File: config.mk
export PLATFORM = sky130hd
export DESIGN_NAME = decode_rename_pipe_buffer
export DESIGN_NICKNAME = d
export VERILOG_FILES = /design/src/rtl/decode_rename_pipe_buffer.sv
export SDC_FILE = /design/constraint.sdc
export NUM_CORES = 1
export LEC_CHECK = 0
export ABC_AREA = 1
export BUFFER_PORTS_ARGS = -buffer_cell sky130_fd_sc_hd__buf_2
export CAP_MARGIN = 10
export CORE_MARGIN = 2
export CORE_UTILIZATION = 30
export DETAILED_ROUTE_END_ITERATION = 12
export PLACE_DENSITY = 0.62
export SYNTH_ARGS = -nofsm -noshare
export SYNTH_HDL_FRONTEND = slang
export SYNTH_SLANG_ARGS = --single-unit
File: constraint.sdc
create_clock -name clk -period 17.2 [get_ports clk]
set_input_delay 3.44 -clock clk [delete_from_list [all_inputs] [get_ports clk]]
set_output_delay 3.44 -clock clk [all_outputs]
set_load 0.05 [all_outputs]
File: src/rtl/decode_rename_pipe_buffer.sv
// decode_rename_pipe_buffer
// Decode-to-rename boundary buffer. It holds a DEPTH-entry FIFO of
// LANES-wide micro-op groups and a redirect register toward fetch. A
// backend flush empties the FIFO and drops any pending redirect.
module decode_rename_pipe_buffer #(
    parameter int LANES     = 2,
    parameter int PAYLOAD_W = 64,
    parameter int PC_W      = 32,
    parameter int HIST_W    = 10,
    parameter int RAS_W     = 16,
    parameter int DEPTH     = 2
) (
    input  logic                          clk,
    input  logic                          rst,
    // decode side
    input  logic                          in_valid,
    output logic                          in_ready,
    input  logic [LANES-1:0]              in_lane_valid,
    input  logic [LANES*PAYLOAD_W-1:0]    in_payload,
    // rename side
    output logic                          out_valid,
    input  logic                          out_ready,
    output logic [LANES-1:0]              out_lane_valid,
    output logic [LANES*PAYLOAD_W-1:0]    out_payload,
    // recovery
    input  logic                          dec_flush,
    input  logic [PC_W-1:0]               dec_pc,
    input  logic [HIST_W-1:0]             dec_hist,
    input  logic [RAS_W-1:0]              dec_ras,
    input  logic                          be_flush,
    output logic                          redir_valid,
    input  logic                          redir_ready,
    output logic [PC_W-1:0]               redir_pc,
    output logic [HIST_W-1:0]             redir_hist,
    output logic [RAS_W-1:0]              redir_ras,
    output logic [$clog2(DEPTH+1)-1:0]    count
);

    localparam int PTR_W = (DEPTH > 1) ? $clog2(DEPTH) : 1;
    localparam int CNT_W = $clog2(DEPTH + 1);

    logic [LANES-1:0]           laneValidMem [DEPTH];
    logic [LANES*PAYLOAD_W-1:0] payloadMem   [DEPTH];

    logic [PTR_W-1:0] headPtr;
    logic [PTR_W-1:0] tailPtr;
    logic [CNT_W-1:0] groupCount;
    logic             doPush;
    logic             doPop;

    // Advance a pointer and wrap it back to zero after the last entry.
    function automatic logic [PTR_W-1:0] nextPtr(input logic [PTR_W-1:0] p);
        return (p == PTR_W'(DEPTH - 1)) ? '0 : p + 1'b1;
    endfunction

    // in_ready depends only on the occupancy, so it has no path from
    // out_ready. A group whose lane-valids are all zero still completes
    // the handshake but does not take an entry.
    assign in_ready  = (groupCount < CNT_W'(DEPTH));
    assign out_valid = (groupCount != '0);
    assign doPush    = in_valid && in_ready && !be_flush && (|in_lane_valid);
    assign doPop     = out_valid && out_ready && !be_flush;
    assign count     = groupCount;

    // The head entry drives the outputs. They read zero while the buffer is
    // empty, so stale storage contents never appear on the outputs.
    assign out_lane_valid = out_valid ? laneValidMem[headPtr] : '0;
    assign out_payload    = out_valid ? payloadMem[headPtr]   : '0;

    // Update the pointers and the occupancy. A backend flush overrides everything else.
    // NOTE: state registers use non-blocking assignments so that every flop
    // samples the pre-edge values, whatever order the blocks evaluate in.
    always_ff @(posedge clk or negedge rst) begin
        if (!rst) begin
            headPtr    <= '0;
            tailPtr    <= '0;
            groupCount <= '0;
        end else if (be_flush) begin
            headPtr    <= '0;
            tailPtr    <= '0;
            groupCount <= '0;
        end else begin
            if (doPush) tailPtr <= nextPtr(tailPtr);
            if (doPop)  headPtr <= nextPtr(headPtr);
            case ({doPush, doPop})
                2'b10:   groupCount <= groupCount + 1'b1;
                2'b01:   groupCount <= groupCount - 1'b1;
                default: groupCount <= groupCount;
            endcase
        end
    end

    // Write an accepted group into the tail entry, keeping lane order and lane-valids as they arrive.
    // NOTE: the storage array is not reset. The entries are only observed
    // while the count marks them valid, and the outputs are gated to zero otherwise.
    always_ff @(posedge clk) begin
        if (doPush) begin
            laneValidMem[tailPtr] <= in_lane_valid;
            payloadMem[tailPtr]   <= in_payload;
        end
    end

    // Redirect register. The latest dec_flush wins, a new load takes
    // priority over a same-cycle handshake, and be_flush drops the pending redirect.
    always_ff @(posedge clk or negedge rst) begin
        if (!rst) begin
            redir_valid <= 1'b0;
            redir_pc    <= '0;
            redir_hist  <= '0;
            redir_ras   <= '0;
        end else if (be_flush) begin
            redir_valid <= 1'b0;
        end else if (dec_flush) begin
            redir_valid <= 1'b1;
            redir_pc    <= dec_pc;
            redir_hist  <= dec_hist;
            redir_ras   <= dec_ras;
        end else if (redir_ready) begin
            redir_valid <= 1'b0;
        end
    end

endmodule

---- Yosys cells after proc, flatten, opt, wreduce, memory -nomap -nowiden ----
Memories as Yosys holds them, arrays and structs flattened.
Index checks and enable logic that the tools add are counted.
storage, ports and cells
  flip-flop bits (word level) ............. 63
  bits in writable memories ............... 260
  input bits .............................. 195
  output and inout bits ................... 193
  word-level logic and storage cells ...... 45
  memories kept ........................... 2
memories
  name          words  bits a word  rd ports  clocked after memory_dff  wr ports  RTL line  RTL
  payloadMem    2      128          1         0                         1         43        logic [LANES*PAYLOAD_W-1:0] payloadMem [DEPTH];
  laneValidMem  2      2            1         0                         1         42        logic [LANES-1:0] laneValidMem [DEPTH];
cells by class
  $add $sub $neg .......................... 4
  $lt $le $gt $ge ......................... 1
  equal/unequal tests ..................... 2
  mux-type cells .......................... 15
  bitwise gates (word level) .............. 1
  reductions and logical operators ........ 13
operator list
  kind                   count
  $mux W128              1
  $mux W1                11
  $reduce_bool A2 Y1     3
  $reduce_bool A3 Y1     2
  $logic_and A1 B1 Y1    5
  $mux W2                2
  $pmux W2 S2            1
  $add A1 B1 Y1 const B  2
  $add A2 B1 Y2 const B  1
  $eq A2 B1 Y1 const B   1
  $eq A2 B2 Y1 const B   1
  $lt A2 B2 Y1 const B   1
  $reduce_and A2 Y1      1
  $reduce_or A2 Y1       1
  $sub A2 B1 Y2 const B  1
  $logic_not A1 Y1       1
  $not A1 Y1             1

---- Logic depth before layout (Yosys ltp) ----
Gate-level depths: netlist (run 1).
  depth after elaboration ................. 7
  gate-level depth with buffers ........... 8
  mapped depth without buffers ............ 8

---- Worst setup path before layout (run 1) ----
OpenSTA, ideal clock, no wires.
  path kind ............................... input -> register
  from .................................... input in_valid
  to ...................................... register tailPtr
  data arrival time ....................... 9.769 ns
  required time ........................... 17.091 ns
  path slack .............................. 7.322 ns
  cell stages on the path ................. 7
  path buffers ............................ 0
  path through ............................ inv_1 > nor2_1 > nand2_1 > nor2_1 > inv_1 > nor2_1 > o21bai_1
between the ends
  longest elaborated chain between the ends .. 4
RTL lines
  what                              RTL line  RTL
  from (decl)                       16        input logic in_valid,
  $logic_and A1 B1 Y1 (3 in a row)  61        assign doPush = in_valid && in_ready && !be_flush && (|in_lane_valid);
  $reduce_bool A2 Y1 (no line)      -
  to (signal assigned)              83        if (doPush) tailPtr <= nextPtr(tailPtr);
  to (decl)                         46        logic [PTR_W-1:0] tailPtr;
Every way passes these cells.
A chain may end at the register's enable or synchronous reset.

---- Final worst setup path (run 1) ----
  from .................................... register headPtr
  to ...................................... output out_payload[19]
between the ends
  longest elaborated chain between the ends .. 2
RTL lines
  what                    RTL line  RTL
  from (decl)             45        logic [PTR_W-1:0] headPtr;
  from (signal assigned)  84        if (doPop) headPtr <= nextPtr(headPtr);
  $mem_v2 Z2 W128         -
  $mux W128               68        assign out_payload = out_valid ? payloadMem[headPtr] : '0;
  to (decl)               24        output logic [LANES*PAYLOAD_W-1:0] out_payload,
Every way passes these cells.

==> results of run 1 <==
==> cells by family (layout without fill, tap and decap cells) <==
logic type,count (synthesis),in the layout,synth area share (%)
compound gates,136,136,5.637
mux,58,58,5.658
other cells,0,3,0
flops,323,323,77.30
simple gates,283,283,8.843
buf+inv,61,470,2.566
==> final cells by class <==
class | instances | area [um^2]
Timing Repair Buffer | 396 | 2004
Multi-Input combinational cell | 477 | 2465
Clock buffer | 52 | 1013
Tap cell | 525 | 656.9
Fill cell | 3862 | 24090
Inverter | 12 | 47.55
Antenna cell | 3 | 7.507
Sequential cell | 323 | 9388
Clock inverter | 10 | 151.4
==> power groups by stage <==
stage / logic [mW] / clock network (mW) / registers (mW)
after floorplan: 0.750 / 0 / 1.04
after global placement: 1.10 / 0 / 0.964
after detailed placement: 1.10 / 0 / 0.966
after CTS: 1.11 / 0.786 / 0.951
after global routing: 1.15 / 0.817 / 0.957
final: 1.09 / 0.760 / 0.950
==> per-layer routing <==
| metal | vias to the layer above | part of all wire, % | GRT usage, % |
|---|---|---|---|
| met5 | - | 0.25 | 0 |
| met4 | 14 | 2.7 | 5.164 |
| met3 | 65 | 11 | 6.077 |
| met2 | 361 | 47 | 24.58 |
| met1 | 3872 | 39 | 17.63 |
| li1 | 3800 | - | - |
==> how the worst max path moves through the flow <==
stage	startpoint	to	slack (ps)
global placement	headPtr	out_payload[19]	10850
detailed placement	headPtr	out_payload[19]	10830
CTS	headPtr	out_payload[19]	10240
finish	headPtr	out_payload[19]	10350
global route	headPtr	out_payload[19]	10090
floorplan	in_valid	tailPtr	7320
==> worst min-delay path: cells and delay by family (launching register included) <==
kind             cells  cell delay (ps)
DFF                  1              340
and+or+nand+nor      2               90
==> registers in the layout (all words and copies together), names as in the netlist <==
signal / cells
payloadMem: 256
laneValidMem: 4
count: 2
redir_ras: 16
redir_hist: 10
redir_valid: 1
redir_pc: 32
tailPtr: 1
headPtr: 1
==> placed cells by master (no fill, tap or decap) <==
cell type                   count
sky130_fd_sc_hd__mux2_4         9
sky130_fd_sc_hd__clkinv_2       3
sky130_fd_sc_hd__clkinv_1       2
sky130_fd_sc_hd__nor2_2         1
sky130_fd_sc_hd__inv_4          1
sky130_fd_sc_hd__nor2_1         3
sky130_fd_sc_hd__a31oi_1        1
sky130_fd_sc_hd__inv_1         10
sky130_fd_sc_hd__dfrtp_4        1
sky130_fd_sc_hd__edfxtp_1     260
sky130_fd_sc_hd__buf_4          9
sky130_fd_sc_hd__a21oi_1      131
sky130_fd_sc_hd__buf_2        387
sky130_fd_sc_hd__nand2_2        1
sky130_fd_sc_hd__o21bai_1       1
sky130_fd_sc_hd__bufinv_16      4
sky130_fd_sc_hd__clkinv_4       1
sky130_fd_sc_hd__inv_2          1
sky130_fd_sc_hd__dfrtp_1       62
sky130_fd_sc_hd__diode_2        3
sky130_fd_sc_hd__clkbuf_8       1
sky130_fd_sc_hd__nand3_1        3
sky130_fd_sc_hd__clkbuf_1      13
sky130_fd_sc_hd__o21ai_0        3
sky130_fd_sc_hd__nand2_1      272
sky130_fd_sc_hd__mux2_2        49
sky130_fd_sc_hd__nor2_4         3
sky130_fd_sc_hd__clkbuf_16     38
==> per-stage QoR <==
| stage | util (%) | worst slack [ps] | hold slack, ps | instance area [um^2] |
|---|---|---|---|---|
| floorplan | - | 7322 | 521.4 | 12140 |
| global placement | 36.57 | 10850 | 452.5 | 14560 |
| detailed placement | 36.57 | 10830 | 460.2 | 14560 |
| CTS | 39.49 | 10240 | 474.4 | 15730 |
| global route | 39.49 | 10090 | 493.6 | 15730 |
| finish | 39.51 | 10350 | 464.8 | 15730 |
==> results, run 1 <==
- The flow ran to the end, and the final reports show no timing, DRC or antenna violations.
- In this run, the clock network consumes 27.1% of the power.
- The buffer count from post-CTS setup fixing is 0.
- The beginning of the worst register-to-register path is count[1].
- The clock period minus final worst setup slack is 6851 ps.
- Dividing the final minimum period by the clock period gives 39.83%.
- The clock tree from TritonCTS is yes.
- The master cell of the clock root buffer is sky130_fd_sc_hd__clkbuf_16.
- The share of synthesized area in the top cell type comes to 64.31%.
- The insertion delay of the later-clocked pin in the worst-skew pair is 520 ps.
- Detailed placement ended at an HPWL of 21430 um.
- The family with the most delay on the worst path is buffers and inverters.
- The dominant cell by count in the synthesized netlist is sky130_fd_sc_hd__nand2_1.
- VDD sags by at most 0.09986 mV.
- After synthesis the netlist holds a flip-flop and latch count of 323.
- Walking the worst path, the cells encountered are inv_4, buf_4, nand2_1, a21oi_1, buf_2.
- The share of layout cells above drive strength 1 is 40.08%.
- The final-stage net count is 1441.
- The final layout contains routed wiring with a total length of 32000 um.
- The quantity of hold-fixing buffers added after cts is 0.
- The number of gates resized after CTS is 0.
- The number of clock buffers inserted by TritonCTS is 36.
- The async set-reset flop share out of synthesis is 19.50%.
- The switching power is 1.207 mW.
- Together, buffers and inverters on the worst path number 3.
- The die boundary width is 205.2 um.
- The synthesized netlist occupies a cell area of 12140 um^2.
- The post-synth net total is 1056.
- The critical path endpoint category is an output port.
- The number of vias in the routed layout is 8112.
- Cell internal power was estimated by the tool at 1.591 mW.
- The worst register-to-register path has a depth of 7.
- Net switching is 43.13% of the power.
- The total of buffers placed on input and output ports is 387.
- In the synthesized netlist, the cells that appear most often are sky130_fd_sc_hd__nand2_1, sky130_fd_sc_hd__edfxtp_1, sky130_fd_sc_hd__a21oi_1.
- The count of cell types in the netlist is 20.
- The area of the placeable core is 39820 um^2.
- The synthesized area per cell is 14.10 um^2.
- The worst-case register-to-register setup slack is 14280 ps.
- The leakage power total is 6.533 nW.
- The worst setup path is of the flip-flop to output port kind.
- The starting density of the core is 30.49%.
- Sorting the synthesized cells by area gives the leading types as sky130_fd_sc_hd__edfxtp_1, sky130_fd_sc_hd__dfrtp_1, sky130_fd_sc_hd__nand2_1.
- CTS saw 323 sinks.
- The number of enable flip-flop cells after synthesis is 260.
- The worst setup path is launched from a flip-flop.
- The detailed-routing iteration count for the pre-antenna-repair pass is 4.
- The first global-routing pass estimated 47230 um of wire.
- The worst hold path was traced through 2 stages.
- The logic depth of the worst setup path including buffers is 5.
- On the worst path, the slowest cell contributes a delay of 820 ps.
- Summed over all instances, the cell type with the most area after synthesis is sky130_fd_sc_hd__edfxtp_1.
- The final weighted congestion in routability-driven placement is 0.7775.
- Across the run, the number of max-cap violations was 0.
- Across the routed clock network, the largest skew measured is 12.43 ps.
- In this run, the number of DRC markers left after iteration 0 of detailed routing was 367.
- The number of placed instances, taps included, is 1733.
- The count of final setup violators is 0.
- Pin placement for this block handled 388 I/O pins.
- After detailed routing, the number of remaining DRC violations is 0.
- The die is 205.2 um tall.
- The critical register-to-register path endpoint is count[0].
- The largest net degree at the start of global routing is 93.
- The post-detailed-route count of antenna-violating nets is 0.
- Setup repair after global routing left no endpoint under its margin.
- The worst min-delay path category is flip-flop to flip-flop.
- The total power draw is 2.798 mW.
- No sink is reached through more buffers than the 3 on the longest clock path.
- For the pin with the worst max-slew slack, the measured transition is 1097 ps.
- Dividing the detail-routed wire length by the instance count gives 17.80 um.
- The number of antenna violations at the first check in global routing was 8.
- The most used flip-flop cell after synthesis is sky130_fd_sc_hd__edfxtp_1.
- The tightest slew margin relative to the limit is 26.83%.
- During synthesis, Yosys emitted a total of 0 warnings.
- The final number of max-transition violations is 0.
- The via count of the first global-routing pass is 8190.
- STA puts the critical path data arrival time at 3410 ps.
- The ratio of routed vias to standard cells is 4.512.
- Synthesis produced a netlist whose cell count is 861.
- The part of the power in registers is 34.0%.
- The H-tree depth is 2.
- The capture endpoint of the worst hold path is redir_valid.
- Static timing analysis puts the maximum clock frequency at 146.0 MHz.
- Global routing used 14.92% of the available tracks.
- The clock transition at the registers of the reported paths is 60 ps.
- Sequential cells were found to cover 77.30% of the synthesized design area.
- The number of standard cells in the final layout excluding fillers is 1798.
- Combinational cells account for 38.9% of the total power.
- After floorplanning, the core was divided into 73 placement rows.
- The origin of the worst min-delay path is redir_valid.
- The global route total overflow is 0.
- The final hold violation count is 0.
- The power per unit of standard cell area is 177.9 nW/um^2.
- Setup total negative slack on the finished layout was measured at 0 ps.
- The maximum fanout count along the critical path is 89.
- The growth of design area from synthesis to finish is 29.60%.
- The endpoint required time on the critical path is 13760 ps.
- The slowest stage of the critical path is the sky130_fd_sc_hd__buf_4 cell.
- The die area is 42090 um^2.
Note: power is estimated with default switching activity, not from simulation.
==> run 2: changes to the inputs <==
--- a/config.mk
+++ b/config.mk
@@ -11,7 +11,7 @@
 export CORE_MARGIN = 2
 export CORE_UTILIZATION = 30
 export DETAILED_ROUTE_END_ITERATION = 12
-export PLACE_DENSITY = 0.62
+export PLACE_DENSITY = 0.64
 export SYNTH_ARGS = -nofsm -noshare
 export SYNTH_HDL_FRONTEND = slang
 export SYNTH_SLANG_ARGS = --single-unit
==> constraint.sdc (replaced) <==
create_clock -name clk -period 5.9 [get_ports clk]
set_input_delay 1.18 -clock clk [delete_from_list [all_inputs] [get_ports clk]]
set_output_delay 1.18 -clock clk [all_outputs]
set_load 0.05 [all_outputs]
==> results, run 2 (synthesis gave the netlist of run 1 again) <==
- The worst stage delay on the critical path is 780 ps (-40 ps).
- For this design, the slowest cell found on the critical path is sky130_fd_sc_hd__dfrtp_4.
- The buffer count from post-CTS setup fixing came to 0 (unchanged).
- The die area is 42090 um^2 (unchanged).
- Derived from the worst setup path, the maximum achievable clock frequency is 226.0 MHz.
- The maximum vdd drop was 0.3034 mV (+200%).
- The worst setup path is launched from a flip-flop.
- The clock tree from TritonCTS is yes.
- The number of gates resized after CTS was 0 (unchanged).
- The aggregate routed wire length came to 31890 um (-0.34%).
- The power per unit of standard cell area was 514.1 nW/um^2 (+190%).
- The leakage power total is 6.545 nW (+0.18%).
- The clock transition at the registers of the reported paths is 60 ps (about the same).
- The endpoint identified for the worst register-to-register timing path is headPtr.
- The worst hold path terminates at redir_valid.
- The worst min-delay path category is flip-flop to flip-flop.
- In this run the critical register-to-register path is launched from headPtr.
- The area of the placeable core was 39820 um^2 (unchanged).
- The via count of the first global-routing pass is 8293 (+1.3%).
- The number of placed instances with taps included was 1735 (+0.12%).
- The layout filler cell count came to 3796 (-1.7%).
- The register bank with the most flops is payloadMem.
- The arrival time at the worst endpoint is 3240 ps (-170 ps).
- The pre-CTS setup slack is 1990 ps (-8840 ps).
- Walking the worst path, the cells encountered are inv_4, buf_4, nand2_1, a21oi_1, buf_2.
- The top-level port count is 388 (unchanged).
- In this run the clock root is driven by a sky130_fd_sc_hd__clkbuf_16.
- The final-stage net count was 1443 (+0.14%).
- The final number of max-transition violations is 0 (unchanged).
- The worst path in the final design needs a cycle of 4424 ps, including I/O delays and setup.
- The total of buffers placed on input and output ports is 387 (unchanged).
- The largest buffer count on any clock path came to 3 (unchanged).
- The number of standard cells in the final layout excluding fillers came to 1802 (+0.22%).
- The detailed router's first-iteration violation count is 387 (+5.4%).
- The maximum fanout count along the critical path is 75 (-16%).
- The summed negative setup slack over all endpoints is 0 ps (unchanged).
- The starting density of the core is 30.49% (unchanged).
- The routed wire length per instance is 17.70 um (-0.56%).
- The most common cell after layout, fill and taps aside is sky130_fd_sc_hd__buf_2.
- The final hold violation count is 0 (unchanged).
- The number of cell rows was 73 (unchanged).
- The ratio of routed vias to standard cells was 4.534 (+0.49%).
- The first-pass GRT wire length is 46850 um (-0.80%).
- The flow ran to the end, and the final reports show no timing, DRC or antenna violations.
- The placed instance area came to 14610 um^2 (+0.36%).
- The total non-filler cell area in the finished layout is 15760 um^2 (+0.18%).
- The worst-case reg-to-reg path depth is 4 (-3).
- The endpoint required time on the critical path is 4720 ps (-9040 ps).
- The quantity of hold-fixing buffers added after cts is 0 (unchanged).
- The worst-case register-to-register setup slack was 3360 ps (-10920 ps).
- The worst setup slack after layout came to 1476 ps (-8873 ps).
- The largest registers in the layout are payloadMem x256, redir_pc x32, redir_ras x16.
- The share of layout cells above drive strength 1 is 40.41% (+0.33 points).
- The detailed-routing iteration count for the pre-antenna-repair pass was 4 (unchanged).
- The number of sinks handled by clock tree synthesis is 323 (unchanged).
- The worst hold margin is 471.2 ps (+6.478 ps).
- The post-detailed-route count of antenna-violating nets was 0 (unchanged).
- The number of vias in the routed layout came to 8170 (+0.71%).
- The number of antenna violations at the first check in global routing is 8 (unchanged).
- The max-capacitance violation count is 0 (unchanged).
- The die boundary height is 205.2 um (unchanged).
- In this run the most critical hold path is launched from redir_valid.
- The largest net degree at the start of global routing is 133 (+43%).
- Setup repair after global routing left no endpoint under its margin.
- The kind of critical path is flip-flop to output port.
- The buffers plus inverters on the worst setup path came to 3 (unchanged).
- The H-tree depth came to 2 (unchanged).
- The die boundary width is 205.2 um (unchanged).
- The number of clock buffers inserted by TritonCTS is 36 (unchanged).
- In the finished design, the share of the clock period the worst path needs comes to 74.99%.
- Leaving out fill and tap cells, the most frequent cells in the layout are sky130_fd_sc_hd__buf_2, sky130_fd_sc_hd__nand2_1, sky130_fd_sc_hd__edfxtp_1.
- From synthesis to final layout, the design area changed by 29.83%.
- The tightest slew margin relative to the limit is 40.06% (+13 points).
- The utilization after layout is 39.58% (+0.069 points).
- The post-route DRC violation count is 0 (unchanged).
- The number of flip-flops under the largest register name is 256 (unchanged).
- The global route total overflow was 0 (unchanged).
- The critical path endpoint category is an output port.
- The clock tree skew after final layout is 8.244 ps (-4.184 ps).
- The count of final setup violators was 0 (unchanged).
- The total global-route track usage is 14.68% (-0.25 points).
- The final weighted congestion in routability-driven placement is 0.7570 (-2.6%).
- The detailed-placement wirelength estimate is 21430 um (about the same).
- The cell depth of the worst hold path came to 2 (unchanged).
- The total power draw is 8.103 mW (+190%).
- The slew at the pin closest to its max-slew limit is 899.1 ps (-198.4 ps).
- The insertion delay of the later-clocked pin in the worst-skew pair is 520 ps (about the same).
- On the critical path the largest part of the delay comes from buffers and inverters.
[run 2: cell types whose count changed in the layout (fill, tap and decap cells not counted)]
cell	before	now
sky130_fd_sc_hd__buf_4	9	8
sky130_fd_sc_hd__clkbuf_16	38	37
sky130_fd_sc_hd__clkinv_4	1	0
sky130_fd_sc_hd__clkbuf_1	13	5
sky130_fd_sc_hd__clkinvlp_4	0	1
sky130_fd_sc_hd__clkinv_1	2	7
sky130_fd_sc_hd__inv_6	0	1
sky130_fd_sc_hd__diode_2	3	5
sky130_fd_sc_hd__clkbuf_8	1	2
sky130_fd_sc_hd__buf_12	0	3
sky130_fd_sc_hd__bufinv_16	4	3
sky130_fd_sc_hd__clkinv_2	3	6
[run 2: worst max-delay path by stage]
| stage | slack, ps | depth (start not counted) | from | end |
|---|---|---|---|---|
| 6_report | 1480 | 5 | headPtr | out_payload[20] |
| 2_1_floorplan | 550 | 6 | in_valid | laneValidMem[0][0] |
| 5_1_grt | 1250 | 5 | headPtr | out_payload[23] |
| 3_5_place_dp | 1990 | 5 | headPtr | out_payload[23] |
| 4_1_cts | 1400 | 5 | headPtr | out_payload[23] |
| 3_3_place_gp | 2070 | 5 | headPtr | out_payload[20] |
[run 2: metal layers]
layer	vias up	routed length, um	global-route usage (%)
met1	3904	12260	17.11
met2	388	15110	24.18
met5	-	24	0
li1	3814	-	-
met3	60	3317	5.250
met4	4	1176	6.783
[run 2: where the power goes]
group / internal [mW] / switching [mW] / leakage [nW]
clock: 1.30 / 0.860 / 0.558
combinational: 0.614 / 2.54 / 2.88
sequential: 2.67 / 0.119 / 3.11
total: 4.58 / 3.52 / 6.54
[run 2: area by class of cell]
type,count,area (um^2),area share [%]
inverter,12,47.55,0.3017
clock inverter,18,162.7,1.032
sequential,323,9388,59.56
timing repair buffer,398,2057,13.05
clock buffer,44,972.2,6.168
multi-input combinational,477,2465,15.64
tap,525,656.9,4.168
antenna,5,12.51,0.07938
[run 2: worst reg2reg max path, delay by kind of cell (launching register included)]
kind,cells,cell delay (ps)
AO/OA/AOI/OAI,2,340
buffers and inverters,2,1340
flip-flops,1,780
